## config.mk

```make
export PLATFORM = sky130hd
export DESIGN_NAME = conv_out_buffer_flat
export DESIGN_NICKNAME = d
export VERILOG_FILES = /design/src/rtl/conv_out_buffer_if.sv /design/src/rtl/conv_out_buffer.sv /design/src/flat_wrapper.sv
export SDC_FILE = /design/constraint.sdc
export NUM_CORES = 1
export LEC_CHECK = 0
export ABC_AREA = 1
export ABC_CLOCK_PERIOD_IN_PS = 2500
export BUFFER_PORTS_ARGS = -buffer_cell sky130_fd_sc_hd__buf_2
export CORE_ASPECT_RATIO = 0.6
export CORE_MARGIN = 2
export CORE_UTILIZATION = 60
export DETAILED_ROUTE_END_ITERATION = 7
export GPL_ROUTABILITY_DRIVEN = 0
export GPL_TIMING_DRIVEN = 0
export PLACE_DENSITY = 0.79
export SYNTH_ARGS = -nofsm -noshare
export SYNTH_HDL_FRONTEND = slang
export SYNTH_SLANG_ARGS = --single-unit
```

## constraint.sdc

```tcl
create_clock -name clk -period 2.5 [get_ports clk]
set_clock_uncertainty 0.2 [all_clocks]
set_input_delay 0.125 -clock clk [delete_from_list [all_inputs] [get_ports clk]]
set_output_delay 0.125 -clock clk [all_outputs]
set_load 0.005 [all_outputs]
```

## src/rtl/conv_out_buffer_if.sv

```systemverilog
// Stream bundle between conv_8_4 (y side), conv_out_buffer and the consumer (z side).
// Ports: s_data_in_y/s_valid_y/s_ready_y (18-bit signed upstream), m_data_out_z/m_valid_z/
//        m_ready_z/m_last_z (16-bit signed downstream). slave = buffer view, master = environment view.
interface conv_out_buffer_if;
  logic signed [17:0] s_data_in_y;
  logic               s_valid_y;
  logic               s_ready_y;
  logic signed [15:0] m_data_out_z;
  logic               m_valid_z;
  logic               m_ready_z;
  logic               m_last_z;

  modport slave (
    input  s_data_in_y, s_valid_y, m_ready_z,
    output s_ready_y, m_data_out_z, m_valid_z, m_last_z
  );

  modport master (
    output s_data_in_y, s_valid_y, m_ready_z,
    input  s_ready_y, m_data_out_z, m_valid_z, m_last_z
  );
endinterface

```

## src/rtl/conv_out_buffer.sv

```systemverilog
// Purpose: saturating FWFT FIFO for conv_8_4 results, tagging the last y of each convolution.
// Latency: word pushed into an empty buffer at edge N is at the head after that edge (cycle N+1).
// Backpressure: s_ready_y = (count < DEPTH) from registered count; no push when full, even with a pop.
// Ports: clk, reset (async active-low), bus (conv_out_buffer_if.slave), count (occupancy),
//        sat_flag (sticky, any clamped push since reset).
// Option: define CONV_OUT_RELU_EN to force negative inputs to 0 before saturation.
module conv_out_buffer #(
  parameter int DEPTH            = 8,
  parameter int LOGDEPTH         = 3,
  parameter int OUTPUTS_PER_CONV = 5
) (
  input  logic                clk,
  input  logic                reset,
  conv_out_buffer_if.slave    bus,
  output logic [LOGDEPTH:0]   count,
  output logic                sat_flag
);

  localparam int PCW = (OUTPUTS_PER_CONV > 1) ? $clog2(OUTPUTS_PER_CONV) : 1;

  // Entry layout: {last, data[15:0]}. Storage is not reset; outputs are gated by valid instead.
  logic [16:0]         mem_q [DEPTH];
  logic [LOGDEPTH-1:0] wr_ptr_q, wr_ptr_d;
  logic [LOGDEPTH-1:0] rd_ptr_q, rd_ptr_d;
  logic [LOGDEPTH:0]   count_q, count_d;
  logic [PCW-1:0]      push_cnt_q, push_cnt_d;
  logic                sat_q, sat_d;

  logic                push, pop;
  logic                last_in;
  logic                clamped;
  logic signed [15:0]  sat_dat;
  logic [16:0]         head;

  assign bus.s_ready_y = (count_q < (LOGDEPTH+1)'(DEPTH));
  assign bus.m_valid_z = (count_q != '0);
  assign push          = bus.s_valid_y & bus.s_ready_y;
  assign pop           = bus.m_valid_z & bus.m_ready_z;
  assign last_in       = (push_cnt_q == PCW'(OUTPUTS_PER_CONV - 1));

  // An 18-bit value fits in 16 bits exactly when bits [17:15] agree.
  always_comb begin
    sat_dat = bus.s_data_in_y[15:0];
    clamped = 1'b0;
`ifdef CONV_OUT_RELU_EN
    if (bus.s_data_in_y[17]) begin
      sat_dat = '0;
    end else if (bus.s_data_in_y[16:15] != 2'b00) begin
      sat_dat = 16'sh7fff;
      clamped = 1'b1;
    end
`else
    if (!bus.s_data_in_y[17] && (bus.s_data_in_y[16:15] != 2'b00)) begin
      sat_dat = 16'sh7fff;
      clamped = 1'b1;
    end else if (bus.s_data_in_y[17] && (bus.s_data_in_y[16:15] != 2'b11)) begin
      sat_dat = 16'sh8000;
      clamped = 1'b1;
    end
`endif
  end

  always_comb begin
    wr_ptr_d   = wr_ptr_q;
    rd_ptr_d   = rd_ptr_q;
    count_d    = count_q;
    push_cnt_d = push_cnt_q;
    sat_d      = sat_q;
    if (push) begin
      wr_ptr_d   = (wr_ptr_q == LOGDEPTH'(DEPTH - 1)) ? '0 : wr_ptr_q + 1'b1;
      push_cnt_d = last_in ? '0 : push_cnt_q + 1'b1;
      if (clamped) sat_d = 1'b1;
    end
    if (pop) begin
      rd_ptr_d = (rd_ptr_q == LOGDEPTH'(DEPTH - 1)) ? '0 : rd_ptr_q + 1'b1;
    end
    case ({push, pop})
      2'b10:   count_d = count_q + 1'b1;
      2'b01:   count_d = count_q - 1'b1;
      default: count_d = count_q;
    endcase
  end

  always_ff @(posedge clk or negedge reset) begin
    if (!reset) begin
      wr_ptr_q   <= '0;
      rd_ptr_q   <= '0;
      count_q    <= '0;
      push_cnt_q <= '0;
      sat_q      <= 1'b0;
    end else begin
      wr_ptr_q   <= wr_ptr_d;
      rd_ptr_q   <= rd_ptr_d;
      count_q    <= count_d;
      push_cnt_q <= push_cnt_d;
      sat_q      <= sat_d;
    end
  end

  always_ff @(posedge clk) begin
    if (push) mem_q[wr_ptr_q] <= {last_in, sat_dat};
  end

  assign head             = mem_q[rd_ptr_q];
  assign bus.m_data_out_z = bus.m_valid_z ? head[15:0] : '0;
  assign bus.m_last_z     = bus.m_valid_z & head[16];
  assign count            = count_q;
  assign sat_flag         = sat_q;

endmodule

```

## src/flat_wrapper.sv

```systemverilog
// flat-port wrapper written by rule: the top's interface ports become plain ports
module conv_out_buffer_flat 
#(
  parameter int DEPTH            = 8,
  parameter int LOGDEPTH         = 3,
  parameter int OUTPUTS_PER_CONV = 5
)
  (clk, reset, count, sat_flag, bus_s_data_in_y, bus_s_valid_y, bus_m_ready_z, bus_s_ready_y, bus_m_data_out_z, bus_m_valid_z, bus_m_last_z);
  conv_out_buffer_if bus_i ();
  input  logic clk;
  input  logic reset;
  output logic [LOGDEPTH:0] count;
  output logic sat_flag;
  input wire logic [$bits(bus_i.s_data_in_y)-1:0] bus_s_data_in_y;
  input wire logic [$bits(bus_i.s_valid_y)-1:0] bus_s_valid_y;
  input wire logic [$bits(bus_i.m_ready_z)-1:0] bus_m_ready_z;
  output wire logic [$bits(bus_i.s_ready_y)-1:0] bus_s_ready_y;
  output wire logic [$bits(bus_i.m_data_out_z)-1:0] bus_m_data_out_z;
  output wire logic [$bits(bus_i.m_valid_z)-1:0] bus_m_valid_z;
  output wire logic [$bits(bus_i.m_last_z)-1:0] bus_m_last_z;
  assign bus_i.s_data_in_y = bus_s_data_in_y;
  assign bus_i.s_valid_y = bus_s_valid_y;
  assign bus_i.m_ready_z = bus_m_ready_z;
  assign bus_s_ready_y = bus_i.s_ready_y;
  assign bus_m_data_out_z = bus_i.m_data_out_z;
  assign bus_m_valid_z = bus_i.m_valid_z;
  assign bus_m_last_z = bus_i.m_last_z;
  conv_out_buffer #(.DEPTH(DEPTH), .LOGDEPTH(LOGDEPTH), .OUTPUTS_PER_CONV(OUTPUTS_PER_CONV)) u_core (.clk(clk), .reset(reset), .bus(bus_i), .count(count), .sat_flag(sat_flag));
endmodule
```

# After elaboration in Yosys (flattened, before gate mapping)
# Memory sizes are Yosys's and may differ from the RTL's.
# Cells that the tools add are included.
# W data, S select, Z words.
word_totals:
  ff_bits: 14
  out_inout_bits: 24
  latch_bits: 0
  romBits: 0
  mem_bits_rw: 136
  n_memories: 1
  word_cells: 39
  in_bits: 22
memory_table:
  columns: ["memory", "words", "word_bits", "rd", "rd_ports_with_merged_regs", "write_ports", "line", "source"]
  rows:
  - ["u_core.mem_q", 8, 17, 1, 0, 1, "conv_out_buffer.sv:22", "logic [16:0] mem_q [DEPTH];"]
classes:
  multipliers: 0
  n_addsub: 5
  mux: 11
  shift: 0
  n_reduce_logical: 7
  bitwise: 3
  magnitude_cmp: 1
  eq_ne: 6
  div_mod_pow: 0
op_table:
  columns: ["cell", "count"]
  rows:
  - ["$mux W16", 3]
  - ["$add A3 B1 Y3 const B", 3]
  - ["$eq A3 B3 Y1 const B", 3]
  - ["$mux W3", 3]
  - ["$pmux W4 S2", 1]
  - ["$add A4 B1 Y4 const B", 1]
  - ["$lt A4 B4 Y1 const B", 1]
  - ["$mux W1", 4]
  - ["$reduce_bool A2 Y1", 2]
  - ["$reduce_bool A4 Y1", 1]
  - ["$sub A4 B1 Y4 const B", 1]
  - ["$and A1 B1 Y1", 3]
  - ["$eq A2 B1 Y1 const B", 1]
  - ["$eq A2 B2 Y1 const B", 1]
  - ["$logic_and A1 B1 Y1", 2]
  - ["$ne A2 B2 Y1 const B", 1]
  - ["$reduce_and A2 Y1", 1]
  - ["$logic_not A1 Y1", 1]

# Logic depth before layout (Yosys ltp)
# Gate-level depths: netlist of run 1.
logic_depth:
  depth_word: 5
  mapped_depth: 13
  ltp_nobuf: 13

# Worst setup path before layout of run 1
# OpenSTA, ideal clock, no wires.
synth_timing:
  path_type: "reg2reg"
  start: "reg u_core.count_q[0], in the netlist u_core.count[0]"
  end: "reg u_core.count_q[2], in the netlist u_core.count[2]"
  setup_time_ps: 127
  required_ps: 2173
  path_slack_ps: 194
  t_arrival_ps: 1980
  path_buffers: 0
  period_less_slack_ps: 2306
  path_stages_with_launch: 13
  path_cell_list: "dfrtp_1 -> nor2_1 -> nand3_2 -> nand2_1 -> inv_1 -> ha_1 -> nand2_1 -> nand2_1 -> ha_1 -> a21o_1 -> or2_2 -> nand3_1 -> o21ai_0"
synth_between:
  elab_chain_len: 4
  word_cells_on_any_way: 10
  classes_between: "add/sub: 2; order compare: 1; eq/ne: 2; mux: 1; bitwise: 2; reduce/logical: 2"
synth_lines:
  columns: ["item", "line", "source"]
  rows:
  - ["from (decl)", "conv_out_buffer.sv:25", "logic [LOGDEPTH:0] count_q, count_d;"]
  - ["from (signal assigned)", "conv_out_buffer.sv:94", "count_q <= count_d;"]
  - ["$reduce_bool A4 Y1 *", "conv_out_buffer.sv:36", "assign bus.m_valid_z = (count_q != '0);"]
  - ["$and A1 B1 Y1 *", "conv_out_buffer.sv:38", "assign pop = bus.m_valid_z & bus.m_ready_z;"]
  - ["net u_core.pop", "conv_out_buffer.sv:29", "logic push, pop;"]
  - ["$eq A2 B1 Y1 or $eq A2 B2 Y1 (tied branches)", "conv_out_buffer.sv:77", "case ({push, pop})"]
  - ["$pmux W4 S2 or $reduce_bool A2 Y1 (tied branches)", null, null]
# Mark *: on every way through the listed nets, which the timed path passes. The rest lies on a longest branch.
# A chain may end at the register's enable or synchronous reset.

# Worst setup path after layout of run 1
layout_timing:
  start: "reg u_core.rd_ptr_q[0]"
  end: "out bus_m_data_out_z[4]"
layout_between:
  elab_chain_len: 2
layout_lines:
  columns: ["item", "line", "source"]
  rows:
  - ["from (decl)", "conv_out_buffer.sv:24", "logic [LOGDEPTH-1:0] rd_ptr_q, rd_ptr_d;"]
  - ["from (signal assigned)", "conv_out_buffer.sv:93", "rd_ptr_q <= rd_ptr_d;"]
  - ["$mem_v2 Z8 W17", null, null]
  - ["$mux W16", "conv_out_buffer.sv:105", "assign bus.m_data_out_z = bus.m_valid_z ? head[15:0] : '0;"]
  - ["to (decl)", "flat_wrapper.sv:18", "output wire logic [$bits(bus_i.m_data_out_z)-1:0] bus_m_data_out_z;"]
# Every way passes these cells.

==> flow_metrics.tcl, run 1 <==
set metrics [dict create \
    tritoncts "built" \
    grt_pass1_vias 4567 \
    area_growth_pct 19.9 \
    final_max_slew_viol_count 0 \
    crit_buf_inv 4 \
    rows 28 \
    clk_latency_ns 0.42 \
    endpoint_kind "output port" \
    synth_most_common_cell "nor2_1" \
    cts_made_buffers 17 \
    synth_common_cells "nor2_1 (164), edfxtp_1 (136), o21ai_0 (77), nand2_1 (42), inv_1 (20)" \
    crit_type "reg -> out" \
    nets 656 \
    antenna_found_initial 0 \
    nFillCells 598 \
    vias_per_cell 6.09 \
    final_core_util_pct 75.3 \
    drtPass1Iterations 5 \
    hold_viol_final 0 \
    slowest_delay_ns 0.40 \
    fp.dieW_um 136 \
    critPathMaxFanout 10 \
    relSlewSlack_pct 43.2 \
    ys_types 24 \
    setup_viol 0 \
    drv_cap 0 \
    p_sw_share_pct 37.4 \
    ys.flop_type "edfxtp_1" \
    tns_ns 0 \
    io_pins 46 \
    synthesis.area_um2 6320 \
    p_int_uw 5920 \
    switchingPower_uw 3540 \
    power_uw 9470 \
    post-route-period-util_pct 95.3 \
    stdcell_area_um2 7580 \
    synth_seq_cells 150 \
    synth_area_leaders "edfxtp_1 (65%), nor2_1 (9.7%), o21ai_0 (6.1%)" \
    clk_pin_slew_worst_paths_ns 0.07 \
    ir_drop_mv 0.722 \
    dpl_worst_slack_ns -0.138 \
    clock_path_buffers 2 \
    syn_nets 576 \
    globalRouteOverflowTotal 0 \
    cts_root_buffer "clkbuf_16" \
    arrival_ns 2.06 \
    netlist_instances 545 \
    hp-class "in -> reg" \
    n_antenna_cell 0 \
    die_h_um 83.5 \
    yosys.area.top_type "edfxtp_1" \
    drtIter0Drc 694 \
    grt_pass1_wl_mm 25.0 \
    tightest_slew_ns 0.849 \
    async_reset_ff_share_pct 9.33 \
    drc 0 \
    finalCriticalPeriod_ns 2.38 \
    avgSynthCellArea_um2 11.6 \
    yosys_warnings 0 \
    synth_seq_area_share_pct 70.2 \
    drive_above_1_share_pct 21.0 \
    synth-edff-count 136 \
    htree_levels 4 \
    io_buffers 45 \
    final.setup.worst_slack_ns 0.117 \
    dpl_cell_area_um2 6850 \
    seqPwrFrac_pct 34.7 \
    startpoint_type "flip-flop" \
    routed-via-count 4709 \
    combPwrFrac_pct 37.3 \
    wirelength_mm 16.6 \
    crit_path_top_delay_cell "dfrtp_1" \
    critPathTopFamily "buffers and inverters" \
    worstPathRequired_ns 2.17 \
    drtAntennaViolNets 0 \
    rsz0062_at_grt "no" \
    dpl.hpwl_mm 10.9 \
    p_leak_uw 0.00290 \
    outcome "complete, no violations" \
    path_cells "buf_6, inv_4, buf_2, nor2_1, o211ai_1, nand2_1, nor2_1, buf_2" \
    clkSinkCount 150 \
    core_um2 10100 \
    grt_max_degree 18 \
    post_drt_wl_per_cell_um 21.5 \
    pwr-share-clk_pct 28.0 \
    die_area_um2 11400 \
    fmax_ghz 0.420 \
    p_per_area_nw_per_um2 1250 \
    start_util_pct 62.9 \
    grt.total_usage_pct 30.5 \
    synth_top_cell_area_share_pct 64.6 \
]
[layer usage]
layer | routed length (um) | vias up | GRT usage (%)
met3 | 2260 | 35 | 11.8
li1 | - | 2078 | -
met5 | 0 | - | 0
met1 | 6800 | 2254 | 43.5
met4 | 218 | 0 | 7.67
met2 | 7340 | 342 | 44.4
[worst paths after layout]
| check | start | endpoint | slack [ns] | cells after the start |
|---|---|---|---|---|
| hold reg to reg | u_core.sat_flag | u_core.sat_flag | 0.27 | 1 |
| setup reg to reg | u_core.count[0] | u_core.count[2] | 0.14 | 12 |
| hold / removal | bus_s_data_in_y[17] | u_core.mem_q[0][15] | 0.03 | 2 |
| max in group asynchronous | reset | u_core.count[0] | 0.93 | 3 |
| setup / recovery | u_core.rd_ptr_q[0] | bus_m_data_out_z[4] | 0.12 | 8 |
| min in group asynchronous | reset | u_core.wr_ptr_q[0] | 0.65 | 3 |
[layout by cell type, fill, tap and decap left out, types with 6 or more instances in the layout]
| master | n |
|---|---|
| nor2_1 | 155 |
| edfxtp_1 | 136 |
| o21ai_0 | 77 |
| buf_2 | 57 |
| nand2_1 | 40 |
| inv_1 | 18 |
| o22ai_1 | 18 |
| o211ai_1 | 17 |
| clkbuf_16 | 17 |
| dfrtp_1 | 13 |
| nor2_2 | 9 |
| ha_1 | 8 |
| buf_8 | 8 |
| clkbuf_2 | 7 |
| nand3_1 | 6 |
| inv_6 | 6 |
| dlygate4sd3_1 | 6 |
[through the flow]
step | hold slack [ns] | cells
after global routing | 0.0409 | 773
after detailed placement | -0.130 | 733
final | 0.0277 | 773
after floorplan | -0.371 | 545
after CTS | 0.00771 | 771
after global placement | -0.154 | 725
[power groups by stage]
stage | Sequential (uW) | Combinational (uW) | Clock, uW
final | 3280 | 3530 | 2650
after global routing | 3290 | 3830 | 2770
after CTS | 3270 | 3410 | 2660
after detailed placement | 3310 | 3340 | 0
after global placement | 3300 | 3100 | 0
after floorplan | 3280 | 2040 | 0
[flip-flops by register name (all words and copies together), names as in the netlist]
signal,flops
u_core.count,4
u_core.sat_flag,1
u_core.rd_ptr_q,3
u_core.mem_q,136
u_core.wr_ptr_q,3
u_core.push_cnt_q,3
[final cells by class]
type / count / area [um2] / area share (%)
clock buffer: 17 / 425 / 5.62
buffer: 30 / 189 / 2.49
inverter: 21 / 85.1 / 1.12
multi-input combinational: 344 / 1660 / 21.9
clock inverter: 15 / 191 / 2.53
sequential: 150 / 4440 / 58.5
tap: 135 / 169 / 2.23
timing repair buffer: 61 / 420 / 5.55
[cells by family after synthesis]
| family | synth area share (%) |
|---|---|
| XOR/XNOR | 0.277 |
| adder cells (fa/ha/maj) | 1.78 |
| AND/OR/NAND/NOR | 13.2 |
| buffers and inverters | 4.16 |
| flip-flops | 70.2 |
| AO/OA/AOI/OAI | 10.4 |
[timing repair]
| item | in CTS | in global routing |
|---|---|---|
| endpoints found under the hold margin | 34 | 0 |
| resized for setup | 6 | 8 |
| pin swaps | 0 | 0 |
| setup endpoints to repair | 3 | 35 |
| buffers inserted | 0 | 2 |
| hold buffers | 6 | 0 |
Power figures use the tool's default switching activity.
==> run 2, diff against run 1 <==
ABC_CLOCK_PERIOD_IN_PS = 2900   (was 2500)
CORE_UTILIZATION = 67   (was 60)
CTS_BUF_LIST = sky130_fd_sc_hd__clkbuf_8   (was unset)
PLACE_DENSITY = 0.87   (was 0.79)
clock period = 2.9 ns   (was 2.5 ns; I/O delays follow)
==> run 2 against run 1 <==
Sequential power down 14%; sequential share of layout area rose by 1.7 points; worst hold slack lost 0.0049 ns; clock power decreased by 38%; cell area decreased by 2.9%; combinational power is 13% lower; utilization grew 5.0 points; via count up 2.0%; routed wire length is 1.2% higher; die area shrank 10%; highest routed layer unchanged.
==> flow_metrics.tcl, run 2 (same netlist as run 1, synthesis figures left out) <==
set metrics [dict create \
    htree_levels 4 \
    fp.dieW_um 129 \
    fmax_ghz 0.362 \
    grt.total_usage_pct 35.0 \
    ir_drop_mv 0.627 \
    critPathMaxFanout 10 \
    setup_viol 0 \
    post-route-period-util_pct 95.3 \
    tritoncts "built" \
    dpl.hpwl_mm 10.9 \
    holdPathStages 3 \
    clkSinkCount 150 \
    hold_slack_ns 0.0228 \
    final_max_slew_viol_count 0 \
    reg2reg_depth 12 \
    drive_above_1_share_pct 19.0 \
    path_depth 12 \
    crit_top_cell "nand2_1" \
    cts_root_buffer "clkbuf_8" \
    grt_max_degree 17 \
    final.setup.worst_slack_ns 0.136 \
    drtAntennaViolNets 0 \
    clock_path_buffers 2 \
    die_area_um2 10300 \
    critPathLaunch "u_core.count[0]" \
    grt_pass1_vias 4554 \
    multiInputGateArea_um2 1650 \
    globalRouteOverflowTotal 0 \
    nets 660 \
    post_drt_wl_per_cell_um 21.8 \
    routed-via-count 4804 \
    io_pins 46 \
    dpl_worst_slack_ns 0.239 \
    drtPass1Iterations 6 \
    area_growth_pct 16.4 \
    reg2reg_to "u_core.count[2]" \
    hp-class "in -> reg" \
    drv_cap 0 \
    die_h_um 79.2 \
    nFillCells 482 \
    path_cells "nor2_1, nand3_4, nand2_1, inv_1, ha_1, nand2_1, nand2_1, ha_1, a21o_1, or2_2, nand3_1, o21ai_0" \
    n_antenna_cell 0 \
    worstPathRequired_ns 3.04 \
    start_util_pct 69.0 \
    startpoint_type "flip-flop" \
    final_common_cell "nor2_1" \
    power_uw 7530 \
    area.sequential_um2 4430 \
    crit_path_top_delay_cell "dfrtp_1" \
    mostFrequentLayoutCells "nor2_1 (156), edfxtp_1 (136), o21ai_0 (77), buf_2 (59), nand2_1 (42)" \
    core_um2 9160 \
    grt_pass1_wl_mm 25.2 \
    clk_latency_ns 0.45 \
    slowest_delay_ns 0.45 \
    crit_buf_inv 1 \
    largest_register_ffs 136 \
    clk_pin_slew_worst_paths_ns 0.08 \
    drc 0 \
    arrival_ns 2.90 \
    crit_path_end "u_core.count[2]" \
    vias_per_cell 6.22 \
    io_buffers 45 \
    rows 27 \
    p_per_area_nw_per_um2 1020 \
    cts_made_buffers 17 \
    wirelength_mm 16.8 \
    hold_viol_final 0 \
    finalCriticalPeriod_ns 2.76 \
    critPathTopFamily "simple AND/OR/NAND/NOR gates" \
    tightest_slew_ns 0.811 \
    crit_type "reg -> reg" \
    outcome "complete, no violations" \
    p_leak_uw 0.00280 \
    drtIter0Drc 754 \
    top_register "u_core.mem_q" \
    endpoint_kind "flip-flop" \
    post_cts_buffers 0 \
    antenna_found_initial 0 \
    rrSetupSlack_ns 0.14 \
    rsz0062_at_grt "no" \
    relSlewSlack_pct 45.8 \
    rr_startpoint "u_core.count[0]" \
]
==> run 2: cell count changes in the layout (fill, tap and decap cells not counted), sizes merged <==
| cell | delta |
|---|---|
| buf | -1 |
| clkinv | +2 |
| clkbuf | -1 |
| clkinvlp | +2 |
| dlygate4sd3 | +6 |
| inv | -4 |
==> run 2: where the power goes <==
part | total [uW] | leakage (uW) | internal, uW | switching, uW
logic | 3070 | 0.00121 | 1010 | 2060
clock network | 1640 | 0.000190 | 836 | 802
registers | 2820 | 0.00140 | 2690 | 132
==> run 2: per-stage QoR <==
stage	cell area [um2]	setup TNS [ns]	cells	utilization, %
global placement	6710	-1.13	720	73.3
finish	7350	0	772	80.3
global route	7350	0	772	80.3
floorplan	6320	0	545	-
CTS	7350	0	772	80.3
detailed placement	6830	0	728	74.6
==> run 2: cell type report <==
cell class / count / share of cell area, %
buffer: 30 / 2.47
clock buffer: 17 / 3.18
clock inverter: 15 / 2.23
inverter: 21 / 1.11
multi-input combinational: 344 / 22.4
sequential: 150 / 60.3
tap: 130 / 2.21
timing repair buffer: 65 / 6.07
==> run 2: worst min-delay path, cell delays in order <==
cell    delay [ns]
buf_2         0.09
nor2_1        0.11
nor2_1        0.14
==> run 2: worst min path at each step <==
| stage | from | to |
|---|---|---|
| 5_1_grt | bus_s_data_in_y[13] | u_core.mem_q[1][13] |
| 6_report | bus_s_data_in_y[9] | u_core.mem_q[5][9] |
| 2_1_floorplan | reset | u_core.count[0] |
| 3_3_place_gp | reset | u_core.wr_ptr_q[1] |
| 3_5_place_dp | reset | u_core.wr_ptr_q[1] |
| 4_1_cts | bus_s_data_in_y[13] | u_core.mem_q[0][13] |
==> run 2: layer usage <==
metal	global-route usage [%]	part of all wire [%]
met1	49.1	36
met2	51.2	44
met3	12.8	17
met4	12.5	2.0
met5	0	0
==> run 2: repair_timing <==
item / in CTS / in global routing
endpoints found under the setup margin: 0 / 1
hold buffers: 12 / 0
gates resized for setup: 0 / 1
hold endpoints to repair: 74 / 0
==> run 3, diff against run 2 <==
CORE_ASPECT_RATIO = 1.2   (was 0.6)
CORE_UTILIZATION = 60   (was 67)
PLACE_DENSITY = 0.79   (was 0.87)
==> run 3 against run 2 <==
Fmax is 3.3% higher; highest routed layer unchanged; flip-flop and latch count stayed put; register-to-register slack better by 0.09 ns; largest cell class unchanged; routed wire length is 5.7% lower; via count is 3.5% lower; critical path type unchanged.
==> flow_metrics.tcl, run 3 (same netlist as run 1, synthesis figures left out) <==
set metrics [dict create \
    outcome "complete, no violations" \
    critPathTopFamily "simple AND/OR/NAND/NOR gates" \
    start_util_pct 60.7 \
    io_pins 46 \
    endpoint_kind "flip-flop" \
    fin_cells 772 \
    final_common_cell "nor2_1" \
    arrival_ns 2.80 \
    worstPathRequired_ns 3.02 \
    nFillCells 691 \
    p_per_area_nw_per_um2 1010 \
    die_area_um2 11400 \
    grt.total_usage_pct 29.1 \
    fp.dieW_um 97.7 \
    post_drt_wl_per_cell_um 20.5 \
    clkSinkCount 150 \
    clock_path_buffers 2 \
    crit_top_cell "nand2_1" \
    area_growth_pct 17.8 \
    switchingPower_uw 2790 \
    placed_cells 727 \
    pwr-share-clk_pct 23.7 \
    globalRouteOverflowTotal 0 \
    drtIter0Drc 640 \
    grt_pass1_vias 4732 \
    drv_cap 0 \
    vias_per_cell 6.00 \
    grt_pass1_wl_mm 24.2 \
    grt_max_degree 18 \
    tns_ns 0 \
    finalCriticalPeriod_ns 2.68 \
    drc 0 \
    seqPwrFrac_pct 37.5 \
    tightest_slew_ns 0.662 \
    clk_latency_ns 0.45 \
    slowest_delay_ns 0.45 \
    top_register "u_core.mem_q" \
    fmax_ghz 0.374 \
    area.sequential_um2 4430 \
    n_antenna_cell 0 \
    routed-via-count 4634 \
    crit_type "reg -> reg" \
    htree_levels 4 \
    crit_path_top_delay_cell "dfrtp_1" \
    hold_viol_final 0 \
    core_um2 10400 \
    critPathMaxFanout 10 \
    rsz0062_at_grt "no" \
    relSlewSlack_pct 55.7 \
    p_sw_share_pct 37.2 \
    clk_pin_slew_worst_paths_ns 0.08 \
    wirelength_mm 15.9 \
    post-route-period-util_pct 92.3 \
    ir_drop_mv 0.764 \
    die_h_um 116 \
    holdPathStages 3 \
    antenna_found_initial 0 \
    mostFrequentLayoutCells "nor2_1 (156), edfxtp_1 (136), o21ai_0 (77), buf_2 (59), nand2_1 (42)" \
    final_max_slew_viol_count 0 \
    combPwrFrac_pct 38.8 \
    largest_register_ffs 136 \
    dpl.hpwl_mm 9.97 \
    hp-class "in -> reg" \
    cts_root_buffer "clkbuf_8" \
    nets 661 \
    drtAntennaViolNets 0 \
    path_depth 12 \
    path_cells "nor2_1, nand3_4, nand2_1, inv_1, ha_1, nand2_1, nand2_1, ha_1, a21o_1, or2_2, nand3_1, o21ai_0" \
    startpoint_type "flip-flop" \
    reg2reg_depth 12 \
    multiInputGateArea_um2 1650 \
    p_leak_uw 0.00285 \
    cts_made_buffers 17 \
    drtPass1Iterations 5 \
    rows 41 \
    crit_buf_inv 1 \
    p_int_uw 4720 \
    setup_viol 0 \
    io_buffers 45 \
    tritoncts "built" \
    drive_above_1_share_pct 18.8 \
]
## run 3: per-stage QoR
stage | hold slack, ns | util [%] | cell area (um2) | power, uW | setup WS (ns)
3_3_place_gp | -0.149 | 64.4 | 6710 | 5450 | -0.101
2_1_floorplan | -0.351 | - | 6320 | 4590 | 0.594
4_1_cts | 0.000978 | 71.4 | 7440 | 7440 | 0.168
5_1_grt | 0.0302 | 71.5 | 7440 | 7930 | 0.0714
6_report | 0.0239 | 71.5 | 7440 | 7510 | 0.224
3_5_place_dp | -0.140 | 65.9 | 6860 | 5670 | 0.186
## run 3: path summary, 6_finish.rpt
check | from | end | slack (ns)
setup reg to reg | u_core.count[0] | u_core.count[2] | 0.22
hold / removal | bus_s_data_in_y[7] | u_core.mem_q[1][7] | 0.02
min in group asynchronous | reset | u_core.count[1] | 0.59
hold reg to reg | u_core.sat_flag | u_core.sat_flag | 0.28
setup / recovery | u_core.count[0] | u_core.count[2] | 0.22
max in group asynchronous | reset | u_core.rd_ptr_q[2] | 1.49
## run 3: timing repair
| item | 4_1_cts | 5_1_grt |
|---|---|---|
| setup buffers | 0 | 0 |
| resized for setup | 0 | 1 |
| hold buffers | 13 | 0 |
| setup endpoints to repair | 0 | 1 |
| hold endpoints to repair | 87 | 0 |
## run 3: per-layer routing
layer  global-route usage, %  wire length (um)
met5                       0                 0
met4                    16.3               569
met3                    6.64              1300
met2                    50.6              8260
met1                    33.8              5740
## run 3: power by group through the flow
stage	Clock, uW	Combinational, uW	Sequential (uW)
floorplan	0	1760	2830
global route	1870	3220	2840
detailed placement	0	2810	2860
global placement	0	2610	2840
finish	1780	2920	2820
CTS	1780	2850	2810
## run 3: worst reg2reg max path, delay by kind of cell, from the launching register on
family / cells / cell delay (ns)
simple gates: 7 / 1.05
fa+ha+maj: 2 / 0.47
flops: 1 / 0.45
compound gates: 2 / 0.25
buf+inv: 1 / 0.11
## run 3: final cells by class
| cell class | instances | area share (%) |
|---|---|---|
| buffer | 30 | 2.44 |
| clock buffer | 17 | 3.14 |
| clock inverter | 15 | 2.86 |
| inverter | 21 | 1.09 |
| multi-input combinational | 344 | 22.2 |
| sequential | 150 | 59.6 |
| tap | 129 | 2.17 |
| timing repair buffer | 66 | 6.56 |
